File: src/rtl/bcd_demux_pkg.sv
// Shared types and helpers for the multiplexed BCD display bus receiver.
package bcd_demux_pkg;

   typedef enum logic [1:0] {
      SEL_BLANK   = 2'd0,
      SEL_VALID   = 2'd1,
      SEL_INVALID = 2'd2
   } sel_class_e;

   localparam logic [3:0] BCD_MAX = 4'd9;

   function automatic int clogb2(input int v);
      int r;
      r = 0;
      while ((1 << r) < v) r++;
      return r;
   endfunction

   // Select is passed zero-extended; buses wider than 32 positions are not supported.
   function automatic sel_class_e sel_class(input logic [31:0] sel);
      int n;
      n = $countones(sel);
      if (n == 0)      return SEL_BLANK;
      else if (n == 1) return SEL_VALID;
      else             return SEL_INVALID;
   endfunction

endpackage

File: src/rtl/bcd_demux_if.sv
// Scan-bus side (muxed nibble + one-hot select) and reconstructed-word side of the receiver.
interface bcd_demux_if #(
   parameter int DISPLAYS_NUM = 4
);
   logic [3:0]                  i_bcd_muxed;
   logic [DISPLAYS_NUM-1:0]     i_bcd_sel;
   logic                        i_err_clr;
   logic [4*DISPLAYS_NUM-1:0]   o_bcd_data;
   logic                        o_frame_valid;
   logic                        o_sel_err;
   logic                        o_bcd_err;

   modport master (
      output i_bcd_muxed, i_bcd_sel, i_err_clr,
      input  o_bcd_data, o_frame_valid, o_sel_err, o_bcd_err
   );

   modport slave (
      input  i_bcd_muxed, i_bcd_sel, i_err_clr,
      output o_bcd_data, o_frame_valid, o_sel_err, o_bcd_err
   );
endinterface

File: src/rtl/bcd_demux_settle.sv
// Dwell tracker: classifies the select each edge and strobes a capture once a
// valid select has been stable for SETTLE_CYCLES consecutive edges.
module bcd_demux_settle
   import bcd_demux_pkg::*;
#(
   parameter int  DISPLAYS_NUM  = 4,
   parameter int  SETTLE_CYCLES = 3,
   localparam int IDX_W = (clogb2(DISPLAYS_NUM) < 1) ? 1 : clogb2(DISPLAYS_NUM)
) (
   input  logic                    i_clk,
   input  logic                    i_rst,
   input  logic [3:0]              bcd_muxed,
   input  logic [DISPLAYS_NUM-1:0] bcd_sel,
   output logic                    cap,
   output logic [IDX_W-1:0]        cap_idx,
   output logic [3:0]              cap_nib,
   output logic                    sel_inv
);

   localparam int             CNT_W   = (clogb2(SETTLE_CYCLES) < 1) ? 1 : clogb2(SETTLE_CYCLES);
   localparam logic [CNT_W-1:0] CNT_MAX = CNT_W'(SETTLE_CYCLES - 1);

   logic [DISPLAYS_NUM-1:0] sel_q;
   logic [CNT_W-1:0]        cnt_q, cnt_nxt;
   logic                    capd_q, capd_nxt;
   sel_class_e              cls;
   logic                    same;

   assign cls     = sel_class(32'(bcd_sel));
   assign same    = (bcd_sel == sel_q);
   assign sel_inv = (cls == SEL_INVALID);
   assign cap_nib = bcd_muxed;

   // A new dwell starts at count 0 with the captured flag cleared, so the
   // same "count reached max and not yet captured" test covers SETTLE_CYCLES=1.
   always_comb begin
      cnt_nxt  = '0;
      capd_nxt = 1'b0;
      cap      = 1'b0;
      if (cls == SEL_VALID) begin
         if (same) begin
            cnt_nxt  = (cnt_q == CNT_MAX) ? cnt_q : cnt_q + 1'b1;
            capd_nxt = capd_q;
         end
         cap      = (cnt_nxt == CNT_MAX) && !capd_nxt;
         capd_nxt = capd_nxt | cap;
      end
   end

   always_comb begin
      cap_idx = '0;
      for (int k = 0; k < DISPLAYS_NUM; k++)
         if (bcd_sel[k]) cap_idx = IDX_W'(k);
   end

   always_ff @(posedge i_clk or negedge i_rst) begin
      if (!i_rst) begin
         sel_q  <= '0;
         cnt_q  <= '0;
         capd_q <= 1'b0;
      end else begin
         sel_q  <= bcd_sel;
         cnt_q  <= cnt_nxt;
         capd_q <= capd_nxt;
      end
   end

endmodule

File: src/rtl/bcd_demux.sv
// Scan-bus receiver: assembles settled digits into a shadow word and publishes
// complete frames to the parallel output, with sticky protocol error flags.
module bcd_demux
   import bcd_demux_pkg::*;
#(
   parameter int  DISPLAYS_NUM  = 4,
   parameter int  SETTLE_CYCLES = 3,
   localparam int IDX_W = (clogb2(DISPLAYS_NUM) < 1) ? 1 : clogb2(DISPLAYS_NUM)
) (
   input  logic        i_clk,
   input  logic        i_rst,
   bcd_demux_if.slave  bus
);

   logic                         cap, sel_inv;
   logic [IDX_W-1:0]             cap_idx, cap_pos;
   logic [3:0]                   cap_nib;
   logic [DISPLAYS_NUM-1:0][3:0] shadow_q, data_q;
   logic [DISPLAYS_NUM-1:0]      seen_q, seen_nxt;
   logic                         pend_q, fv_q, sel_err_q, bcd_err_q;

   bcd_demux_settle #(
      .DISPLAYS_NUM  (DISPLAYS_NUM),
      .SETTLE_CYCLES (SETTLE_CYCLES)
   ) u_settle (
      .i_clk     (i_clk),
      .i_rst     (i_rst),
      .bcd_muxed (bus.i_bcd_muxed),
      .bcd_sel   (bus.i_bcd_sel),
      .cap       (cap),
      .cap_idx   (cap_idx),
      .cap_nib   (cap_nib),
      .sel_inv   (sel_inv)
   );

   // Select bit 0 is the most significant digit, i.e. the top packed element.
   assign cap_pos = IDX_W'(DISPLAYS_NUM - 1) - cap_idx;

   // The mask is cleared on the publish edge; a capture on that same edge starts the next frame.
   always_comb begin
      seen_nxt = pend_q ? '0 : seen_q;
      if (cap) seen_nxt[cap_idx] = 1'b1;
   end

   always_ff @(posedge i_clk or negedge i_rst) begin
      if (!i_rst) begin
         shadow_q  <= '0;
         data_q    <= '0;
         seen_q    <= '0;
         pend_q    <= 1'b0;
         fv_q      <= 1'b0;
         sel_err_q <= 1'b0;
         bcd_err_q <= 1'b0;
      end else begin
         if (cap) shadow_q[cap_pos] <= cap_nib;
         if (pend_q) data_q <= shadow_q;
         fv_q   <= pend_q;
         seen_q <= seen_nxt;
         pend_q <= cap && (&seen_nxt);
         if (sel_inv)                     sel_err_q <= 1'b1;
         else if (bus.i_err_clr)          sel_err_q <= 1'b0;
         if (cap && (cap_nib > BCD_MAX))  bcd_err_q <= 1'b1;
         else if (bus.i_err_clr)          bcd_err_q <= 1'b0;
      end
   end

   assign bus.o_bcd_data    = data_q;
   assign bus.o_frame_valid = fv_q;
   assign bus.o_sel_err     = sel_err_q;
   assign bus.o_bcd_err     = bcd_err_q;

endmodule

File: src/flat_wrapper.sv
// flat-port wrapper written by rule: the top's interface ports become plain ports
module bcd_demux_flat import bcd_demux_pkg::*;
#(
   parameter int  DISPLAYS_NUM  = 4,
   parameter int  SETTLE_CYCLES = 3,
   localparam int IDX_W = (clogb2(DISPLAYS_NUM) < 1) ? 1 : clogb2(DISPLAYS_NUM)
)
  (i_clk, i_rst, bus_i_bcd_muxed, bus_i_bcd_sel, bus_i_err_clr, bus_o_bcd_data, bus_o_frame_valid, bus_o_sel_err, bus_o_bcd_err);
  bcd_demux_if #(.DISPLAYS_NUM(DISPLAYS_NUM)) bus_i ();
  input  logic i_clk;
  input  logic i_rst;
  input wire logic [$bits(bus_i.i_bcd_muxed)-1:0] bus_i_bcd_muxed;
  input wire logic [$bits(bus_i.i_bcd_sel)-1:0] bus_i_bcd_sel;
  input wire logic [$bits(bus_i.i_err_clr)-1:0] bus_i_err_clr;
  output wire logic [$bits(bus_i.o_bcd_data)-1:0] bus_o_bcd_data;
  output wire logic [$bits(bus_i.o_frame_valid)-1:0] bus_o_frame_valid;
  output wire logic [$bits(bus_i.o_sel_err)-1:0] bus_o_sel_err;
  output wire logic [$bits(bus_i.o_bcd_err)-1:0] bus_o_bcd_err;
  assign bus_i.i_bcd_muxed = bus_i_bcd_muxed;
  assign bus_i.i_bcd_sel = bus_i_bcd_sel;
  assign bus_i.i_err_clr = bus_i_err_clr;
  assign bus_o_bcd_data = bus_i.o_bcd_data;
  assign bus_o_frame_valid = bus_i.o_frame_valid;
  assign bus_o_sel_err = bus_i.o_sel_err;
  assign bus_o_bcd_err = bus_i.o_bcd_err;
  bcd_demux #(.DISPLAYS_NUM(DISPLAYS_NUM), .SETTLE_CYCLES(SETTLE_CYCLES)) u_core (.i_clk(i_clk), .i_rst(i_rst), .bus(bus_i));
endmodule
File: config.mk
export PLATFORM = sky130hd
export DESIGN_NAME = bcd_demux_flat
export DESIGN_NICKNAME = d
export VERILOG_FILES = /design/src/rtl/bcd_demux_pkg.sv /design/src/rtl/bcd_demux_if.sv /design/src/rtl/bcd_demux_settle.sv /design/src/rtl/bcd_demux.sv /design/src/flat_wrapper.sv
export SDC_FILE = /design/constraint.sdc
export NUM_CORES = 1
export LEC_CHECK = 0
export ABC_CLOCK_PERIOD_IN_PS = 4000
export BUFFER_PORTS_ARGS = -buffer_cell sky130_fd_sc_hd__buf_2
export CAP_MARGIN = 0
export CORE_MARGIN = 5
export CORE_UTILIZATION = 30
export CTS_CLUSTER_DIAMETER = 200
export DETAILED_ROUTE_END_ITERATION = 10
export GPL_TIMING_DRIVEN = 0
export SETUP_SLACK_MARGIN = 0.05
export SLEW_MARGIN = 20
export SYNTH_ARGS = -nofsm -noshare
export SYNTH_HDL_FRONTEND = slang
export SYNTH_SLANG_ARGS = --single-unit
File: constraint.sdc
create_clock -name i_clk -period 4 [get_ports i_clk]
set_clock_uncertainty 0.2 [all_clocks]
set_input_delay 0.2 -clock i_clk [delete_from_list [all_inputs] [get_ports i_clk]]
set_output_delay 0.2 -clock i_clk [all_outputs]
set_load 0.005 [all_outputs]
# Word level (Yosys, flattened, before mapping)
# Index checks and enable logic that the tools add are counted.
[totals] register_bits=47 latchBits=0 mem_bits_rw=0 mem_bits_ro=0 inputBits=11 out_inout_bits=19 word_cells=67 n_memories=0
[op_classes] addsub=5 mul=0 div=0 n_lt_le_gt_ge=5 n_eq_ne=6 n_shift=0 muxes=23 bitwise_logic=2 reduce_logical=10
[ops] op="adder 32 x 2 -> 32 bit" count=1
[ops] op="== test 32 x 2 -> 1 bit, second input constant" count=1
[ops] op="logical NOT 32 bit" count=1
[ops] op="bitwise mux 16 bit" count=1
[ops] op="2-to-1 mux 2 bit" count=8
[ops] op="2-to-1 mux 4 bit" count=3
[ops] op="2-to-1 mux 1 bit" count=9
[ops] op="demux 4 bit (select 2 bit)" count=1
[ops] op="== test 2 bit, second input constant" count=3
[ops] op="< comparator 2 x 3 -> 1 bit, second input constant" count=2
[ops] op="logical AND 1 bit" count=5
[ops] op="adder 1 x 1 -> 2 bit" count=2
[ops] op="== test 4 bit" count=1
[ops] op=">= comparator 2 x 1 -> 1 bit, second input constant" count=2
[ops] op="greater-than comparator 4 bit, second input constant" count=1
[ops] op="bitwise OR 4 bit" count=1
[ops] op="AND reduction 4 bit" count=1
[ops] op="nonzero test 2 bit" count=2
[ops] op="adder 2 x 1 -> 2 bit, second input constant" count=1
[ops] op="demux 1 bit (select 2 bit)" count=1
[ops] op="== test 2 x 1 -> 1 bit, second input constant" count=1
[ops] op="subtractor 2 bit, first input constant" count=1
[ops] op="logical NOT 1 bit" count=1
[ops] op="bitwise OR 1 bit" count=1

# Longest topological paths before layout
# Gate-level depths: netlist (run 1).
[logic_depth] depth_word=13 mapped_depth=7 mapped_depth_nobuf=7

# Hierarchy
# From an unflattened synthesis (run 1), not the netlist that was laid out.
[unflattened] hier_cells=134 area_unflattened_um2=1950.6
[by_module_without_submodules] mod="bcd_demux" n_inst=1 cells_per_inst=96 area_each_um2=1536.5 seq_area_each_um2=1001.0
[by_module_without_submodules] mod="bcd_demux_settle" n_inst=1 cells_per_inst=38 area_each_um2=414.1 seq_area_each_um2=175.2

# Worst setup path before layout (run 1)
# No wires, ideal clock.
[synth_timing] kind="input -> register" from="in bus_i_bcd_sel[0]" to="reg u_core.shadow_q[12] (netlist name)" setup_time_ps=125 arrival_ps=2381 t_required_ps=3675 path_slack_ps=1294 path_stages=7 n_path_buf=0 path_cell_list="ha_1 -> fa_1 -> ha_1 -> or3b_1 -> nand4b_1 -> nor3_4 -> mux2_2"
[synth_between] elab_chain_len=7 elab_cells_between_ends=16 classes_between="add/sub (2); eq/ne (4); mux (7); reduce/logical (3)"
[synth_lines] item="start, declared" line="flat_wrapper.sv:13" text="input wire logic [$bits(bus_i.i_bcd_sel)-1:0] bus_i_bcd_sel;"
[synth_lines] item="adder 1 x 1 -> 2 bit (not written as such)" line="bcd_demux_pkg.sv:22" text="n = $countones(sel);"
[synth_lines] item="adder 32 x 2 -> 32 bit (not written as such)" line="bcd_demux_pkg.sv:22"
[synth_lines] item="== test 32 x 2 -> 1 bit" line="bcd_demux_pkg.sv:24" text="else if (n == 1) return SEL_VALID;"
[synth_lines] item="2-to-1 mux 2 bit" line="bcd_demux_pkg.sv:24"
[synth_lines] item="2-to-1 mux 2 bit" line="bcd_demux_pkg.sv:23" text="if (n == 0) return SEL_BLANK;"
[synth_lines] item="== test 2 x 1 -> 1 bit" line="bcd_demux_settle.sv:40" text="if (cls == SEL_VALID) begin"
[synth_lines] item="2-to-1 mux 1 bit *" line="bcd_demux_settle.sv:40"
[synth_lines] item="end signal, assigned by index" line="bcd_demux.sv:55" text="if (cap) shadow_q[cap_pos] <= cap_nib;"
[synth_lines] item="end, declared" line="bcd_demux.sv:18" text="logic [DISPLAYS_NUM-1:0][3:0] shadow_q, data_q;"
# Mark *: on every way between the ends. The rest lies on a longest branch, timed or not. The select of a mux whose other input is x is not followed.
# A chain may end at the register's enable or synchronous reset.

# Worst setup path after layout (run 1)
[layout_timing] from="in bus_i_bcd_sel[1]" to="reg u_core.shadow_q[10] (netlist name)"
[layout_between] elab_chain_len=9 elab_cells_between_ends=26 classes_between="add/sub (3); order compare (2); eq/ne (4); mux (13); reduce/logical (4)"
[layout_lines] item="branches (longest 9 deep; another with adder 32 x 2 -> 32 bit)"
# Several ways; the timed one is not identified. The select of a mux whose other input is x is not followed.

==> run_results.csv, run 1 <==
group,metric,value,unit
critical_path,crit_type,"primary input to flop",
finish,antenna_cells,0,
logic_synthesis,synth_seq_cells,47,
timing,slew_headroom,61.2,%
floorplanning,die_w,89.8,um
critical_path,r2r_start,"u_core.u_settle.cnt_q[0]",
place,port_buffers,29,
critical_path,arrival,3.30,ns
logic_synthesis,syn_area,1910,um^2
logic_synthesis,synth.avg_cell_area,14.4,um^2
grt,antenna_found_initial,0,
drt,wl_per_cell,13.9,um
clock_network,clock_sinks,47,
finish,post-route-cell-area,2320,um^2
critical_path,crit_path_end_kind,"flop",
logic_synthesis,async_flop_share,100,%
floorplanning,core-area,6280,um^2
critical_path,rrSetupSlack,1.69,ns
finish,nNetsFinal,192,
clock_network,cts.clk_slew.worst_paths,0.08,ns
power_and_ir_drop,vdd_drop_max,0.000141,V
job,maxCapViolations,0,
logic_synthesis,syn_nets,148,
drt,vias,1136,
drt,postRouteWirelength,3.53,mm
logic_synthesis,netlist.area_leader.share,61.6,%
min_path,hold_end,"u_core.shadow_q[6]",
floorplanning,start_util,30.4,%
clock_network,hold_buffers,8,
floorplanning,die_h,89.8,um
drt,via_per_inst,4.47,
drt,final_antenna_net_count,0,
clock_network,cts_buffer_depth,2,
min_path,min_path_cells,2,
logic_synthesis,yosysWarnings,0,
drt,drt_iter0_drc,30,
grt,grt-ovfl-total,0,
timing,tightest_slew,0.582,ns
power_and_ir_drop,total_power,0.799,mW
finish,num-fill-cells,610,
timing,rsz0062_at_grt,"no",
timing,hold_viol,0,
logic_synthesis,synth_cells,133,
logic_synthesis,synth_common_cells,"47 x dfrtp_1, 30 x mux2_2, 7 x inv_1",
clock_network,cts.repair.resized,0,
outcome,status,"finished clean",
timing,fmax,0.301,GHz
clock_network,clock_latency,0.29,ns
logic_synthesis,yosys-top-cells-area,"dfrtp_1 62%, mux2_2 18%, ha_1 2.0%",
min_path,min_from,"bus_i_bcd_muxed[2]",
clock_network,numCtsBuffers,5,
clock_network,h-tree-depth,2,
drt,dr.pass1.iters,4,
clock_network,post_cts_buffers,0,
logic_synthesis,netlist-cell-type-count,31,
logic_synthesis,yosysSeqAreaShare,61.6,%
timing,setup_violations,0,
power_and_ir_drop,p_per_area,345,nW/um^2
timing,period_minus_slack,3.32,ns
floorplanning,ioPinCount,30,
logic_synthesis,ys.flop_type,"dfrtp_1",
grt,grt_pass1_wl,6.29,mm
timing,fin_tns_setup,0,ns
critical_path,startpoint_type,"primary input",
grt,grt_max_degree,48,
critical_path,reg2reg_depth,6,
timing,fin_crit_sh,83.0,%
logic_synthesis,synthMostInstantiatedCell,"dfrtp_1",
timing,whs,0.0185,ns
power_and_ir_drop,leakagePower,1.22,nW
grt,grt_util_all_layers,9.77,%
critical_path,r2r-end,"u_core.shadow_q[6]",
clock_network,root_buffer,"clkbuf_8",
place,gp_congestion,0.701,
min_path,holdCritPathClass,"primary input to flop",
place,hpwlAfterDp,2.55,mm
floorplanning,fp-row-count,29,
drt,drc,0,
logic_synthesis,synth_edf_count,0,
critical_path,crit_required,3.98,ns
critical_path,cp_max_fo,6,
timing,slew_violations,0,
clock_network,cts_tree,"yes",
place,dpl-instance-area,2150,um^2
finish,drive_above_1_share,40.1,%
finish,area_growth,21.3,%
floorplanning,dieArea,8060,um^2
logic_synthesis,yosys.area.top_type,"dfrtp_1",
grt,grt_pass1_vias,1266,
-- layout by cell type (no fill, tap or decap), drive strengths merged, types with 3 or more instances in the layout --
cell type / instances
nand2: 4
nor3: 3
mux2: 32
inv: 7
nor2: 6
ha: 3
o21ai: 4
dfrtp: 47
a21o: 3
buf: 29
dlygate4sd3: 8
clkbuf: 7
-- layer usage --
layer  routed length (um)  track usage, %  share of wire, %  vias up
met5                    0               0                 0        -
met4                   74            4.53               2.1        0
met3                  182            3.59               5.2        4
met2                 1710            15.3                48       22
met1                 1560            11.9                44      562
li1                     -               -                 -      548
-- cell type report --
type | instances | area [um^2] | area share [%]
timing repair buffer | 37 | 228 | 9.83
clock inverter | 2 | 13.8 | 0.594
sequential | 47 | 1180 | 50.8
buffer | 2 | 7.51 | 0.324
tap | 77 | 96.3 | 4.16
clock buffer | 5 | 68.8 | 2.97
inverter | 7 | 26.3 | 1.13
multi-input combinational | 77 | 701 | 30.2
-- worst max path at each step --
stage                     start                  end  slack (ns)
6_report       bus_i_bcd_sel[1]  u_core.shadow_q[10]        0.68
3_3_place_gp   bus_i_bcd_sel[1]  u_core.shadow_q[10]        0.94
3_5_place_dp   bus_i_bcd_sel[1]  u_core.shadow_q[10]        0.92
2_1_floorplan  bus_i_bcd_sel[0]  u_core.shadow_q[12]        1.29
5_1_grt        bus_i_bcd_sel[1]   u_core.shadow_q[6]        0.56
4_1_cts        bus_i_bcd_sel[1]  u_core.shadow_q[10]        0.67
-- stage by stage --
stage	instances	worst slack, ns	utilization (%)
after floorplan	133	1.29	-
after global placement	239	0.937	34.3
after detailed placement	239	0.920	34.3
after CTS	254	0.672	36.9
after global routing	254	0.563	36.9
final	254	0.680	36.9
-- cell families (layout without fill, tap and decap cells) --
family	Yosys count	after routing	synth area share, %
muxes	32	32	18.9
DFF	47	47	61.6
adders and majority gates	4	4	3.01
xor gates and xnor gates	3	3	1.38
buffers and inverters	9	53	1.77
AOI/OAI and AO/OA	12	12	4.32
and+or+nand+nor	26	26	9.10
-- flip-flops by register name (all words and copies together) (netlist names) --
register / flops
u_core.u_settle.sel_q: 4
u_core.shadow_q: 16
u_core.seen_q: 4
u_core.bus.o_frame_valid: 1
u_core.u_settle.cnt_q: 2
u_core.bus.o_sel_err: 1
u_core.pend_q: 1
u_core.bus.o_bcd_data: 16
u_core.u_settle.capd_q: 1
u_core.bus.o_bcd_err: 1
-- worst max-delay path: stages --
cell and delay (ns):
dlygate4sd3_1 0.53, buf_2 0.17, ha_1 0.29, fa_1 0.37, ha_1 0.29, or3b_1 0.42
nand4b_1 0.29, nor2_2 0.36, mux2_2 0.37
-- where the power goes --
group	switching, mW	total (mW)	internal, mW
Sequential	0.00262	0.481	0.478
Clock	0.149	0.269	0.120
Combinational	0.0289	0.0496	0.0207
Total	0.181	0.799	0.619
(Power assumes the default switching activity.)
==> run 2: changes to the inputs <==
ABC_CLOCK_PERIOD_IN_PS = 3190   (was 4000)
clock period = 3.19 ns   (was 4 ns; I/O delays follow)
==> run_results.csv, run 2 (synthesized netlist as in run 1, its figures left out) <==
group,metric,value,unit
finish,layout_common_cells,"47 x dfrtp_1, 30 x mux2_2, 28 x buf_2",
grt,grt_max_degree,48,
clock_network,cts_tree,"yes",
floorplanning,start_util,30.4,%
floorplanning,die_h,89.8,um
critical_path,cp_max_fo,7,
job,maxCapViolations,0,
drt,drt_iter0_drc,33,
finish,nNetsFinal,194,
grt,grt_util_all_layers,9.81,%
place,hpwlAfterDp,2.55,mm
critical_path,crit_required,3.18,ns
clock_network,numCtsBuffers,5,
timing,hold_viol,0,
power_and_ir_drop,vdd_drop_max,0.000177,V
place,gp_congestion,0.701,
floorplanning,core-area,6280,um^2
grt,antenna_found_initial,0,
clock_network,clock_sinks,47,
drt,dr.pass1.iters,4,
timing,fin_tns_setup,0,ns
finish,num-fill-cells,607,
floorplanning,die_w,89.8,um
timing,rsz0062_at_grt,"yes",
drt,postRouteWirelength,3.55,mm
grt,grt_pass1_vias,1275,
grt,grt_pass1_wl,6.31,mm
place,dpl-instance-area,2150,um^2
critical_path,arrival,3.05,ns
timing,tightest_slew,0.583,ns
drt,vias,1149,
finish,layout_commonest_cell,"dfrtp_1",
timing,period_minus_slack,3.06,ns
timing,slew_violations,0,
finish,area_growth,22.3,%
timing,fmax,0.326,GHz
power_and_ir_drop,p_per_area,429,nW/um^2
finish,drive_above_1_share,39.7,%
outcome,status,"finished clean",
drt,wl_per_cell,13.9,um
critical_path,crit_type,"primary input to flop",
drt,drc,0,
finish,post-route-cell-area,2340,um^2
min_path,holdCritPathClass,"primary input to flop",
timing,setup_violations,0,
power_and_ir_drop,leakagePower,1.22,nW
drt,final_antenna_net_count,0,
floorplanning,ioPinCount,30,
clock_network,post_cts_buffers,0,
floorplanning,fp-row-count,29,
clock_network,root_buffer,"clkbuf_8",
finish,antenna_cells,0,
drt,via_per_inst,4.49,
timing,slew_headroom,61.1,%
floorplanning,dieArea,8060,um^2
clock_network,h-tree-depth,2,
clock_network,cts.clk_slew.worst_paths,0.08,ns
clock_network,cts.repair.resized,0,
clock_network,cts_buffer_depth,2,
critical_path,startpoint_type,"primary input",
critical_path,crit_path_end_kind,"flop",
timing,fin_crit_sh,96.1,%
place,port_buffers,29,
clock_network,clock_latency,0.29,ns
grt,grt-ovfl-total,0,
[run 2: cell count changes in the layout (fill, tap and decap cells not counted), sizes merged]
| cell | previous run | this run |
|---|---|---|
| dlygate4sd3 | 8 | 10 |
[run 2: metal layers]
metal | global-route usage, % | routed length (um)
met5 | 0 | 0
met4 | 4.53 | 74
met3 | 3.59 | 182
met2 | 15.3 | 1730
met1 | 12.0 | 1570
[run 2: final timing paths]
kind                                          start                       end  slack [ns]  cells past startpoint
max in group asynchronous                     i_rst  u_core.bus.o_bcd_data[9]        2.19                      2
max reg2reg                u_core.u_settle.cnt_q[0]        u_core.shadow_q[6]        0.88                      6
min reg2reg                           u_core.pend_q  u_core.bus.o_frame_valid        0.20                      0
max                                bus_i_bcd_sel[2]       u_core.shadow_q[10]        0.13                      8
min in group asynchronous                     i_rst  u_core.u_settle.sel_q[0]        0.19                      2
min                                bus_i_bcd_sel[1]          u_core.seen_q[0]        0.11                      3
[run 2: stage by stage]
stage / total power, mW / util (%) / hold slack [ns] / std cells / setup WS [ns]
6_report: 1.00 / 37.2 / 0.109 / 256 / 0.126
3_3_place_gp: 0.670 / 34.3 / 0.113 / 239 / 0.168
2_1_floorplan: 0.638 / - / -0.336 / 133 / 0.525
4_1_cts: 1.02 / 37.2 / 0.0977 / 256 / 0.115
3_5_place_dp: 0.671 / 34.3 / 0.113 / 239 / 0.150
5_1_grt: 1.06 / 37.2 / 0.127 / 256 / 0.0331
[run 2: where the power goes]
group	total (mW)	internal [mW]	switching, mW
sequential	0.603	0.600	0.00334
clock	0.336	0.150	0.186
combinational	0.0640	0.0275	0.0365
[run 2: area by class of cell]
type	count	area [um^2]	area share, %
timing repair buffer	39	248	10.6
sequential	47	1180	50.3
clock buffer	5	68.8	2.94
inverter	7	26.3	1.12
buffer	2	7.51	0.321
multi-input combinational	77	701	30.0
clock inverter	2	13.8	0.589
tap	77	96.3	4.12
[run 2: repair_timing]
| action | CTS | global route |
|---|---|---|
| endpoints found under the hold margin | 68 | 0 |
| hold buffers | 10 | 0 |
| setup endpoints to repair | 0 | 5 |
[run 2: critical path: stages]
cell	delay [ns]
dlygate4sd3_1	0.53
buf_2	0.18
fa_1	0.44
ha_1	0.29
or3b_1	0.42
nand4b_1	0.29
nor2_2	0.37
mux2_2	0.37
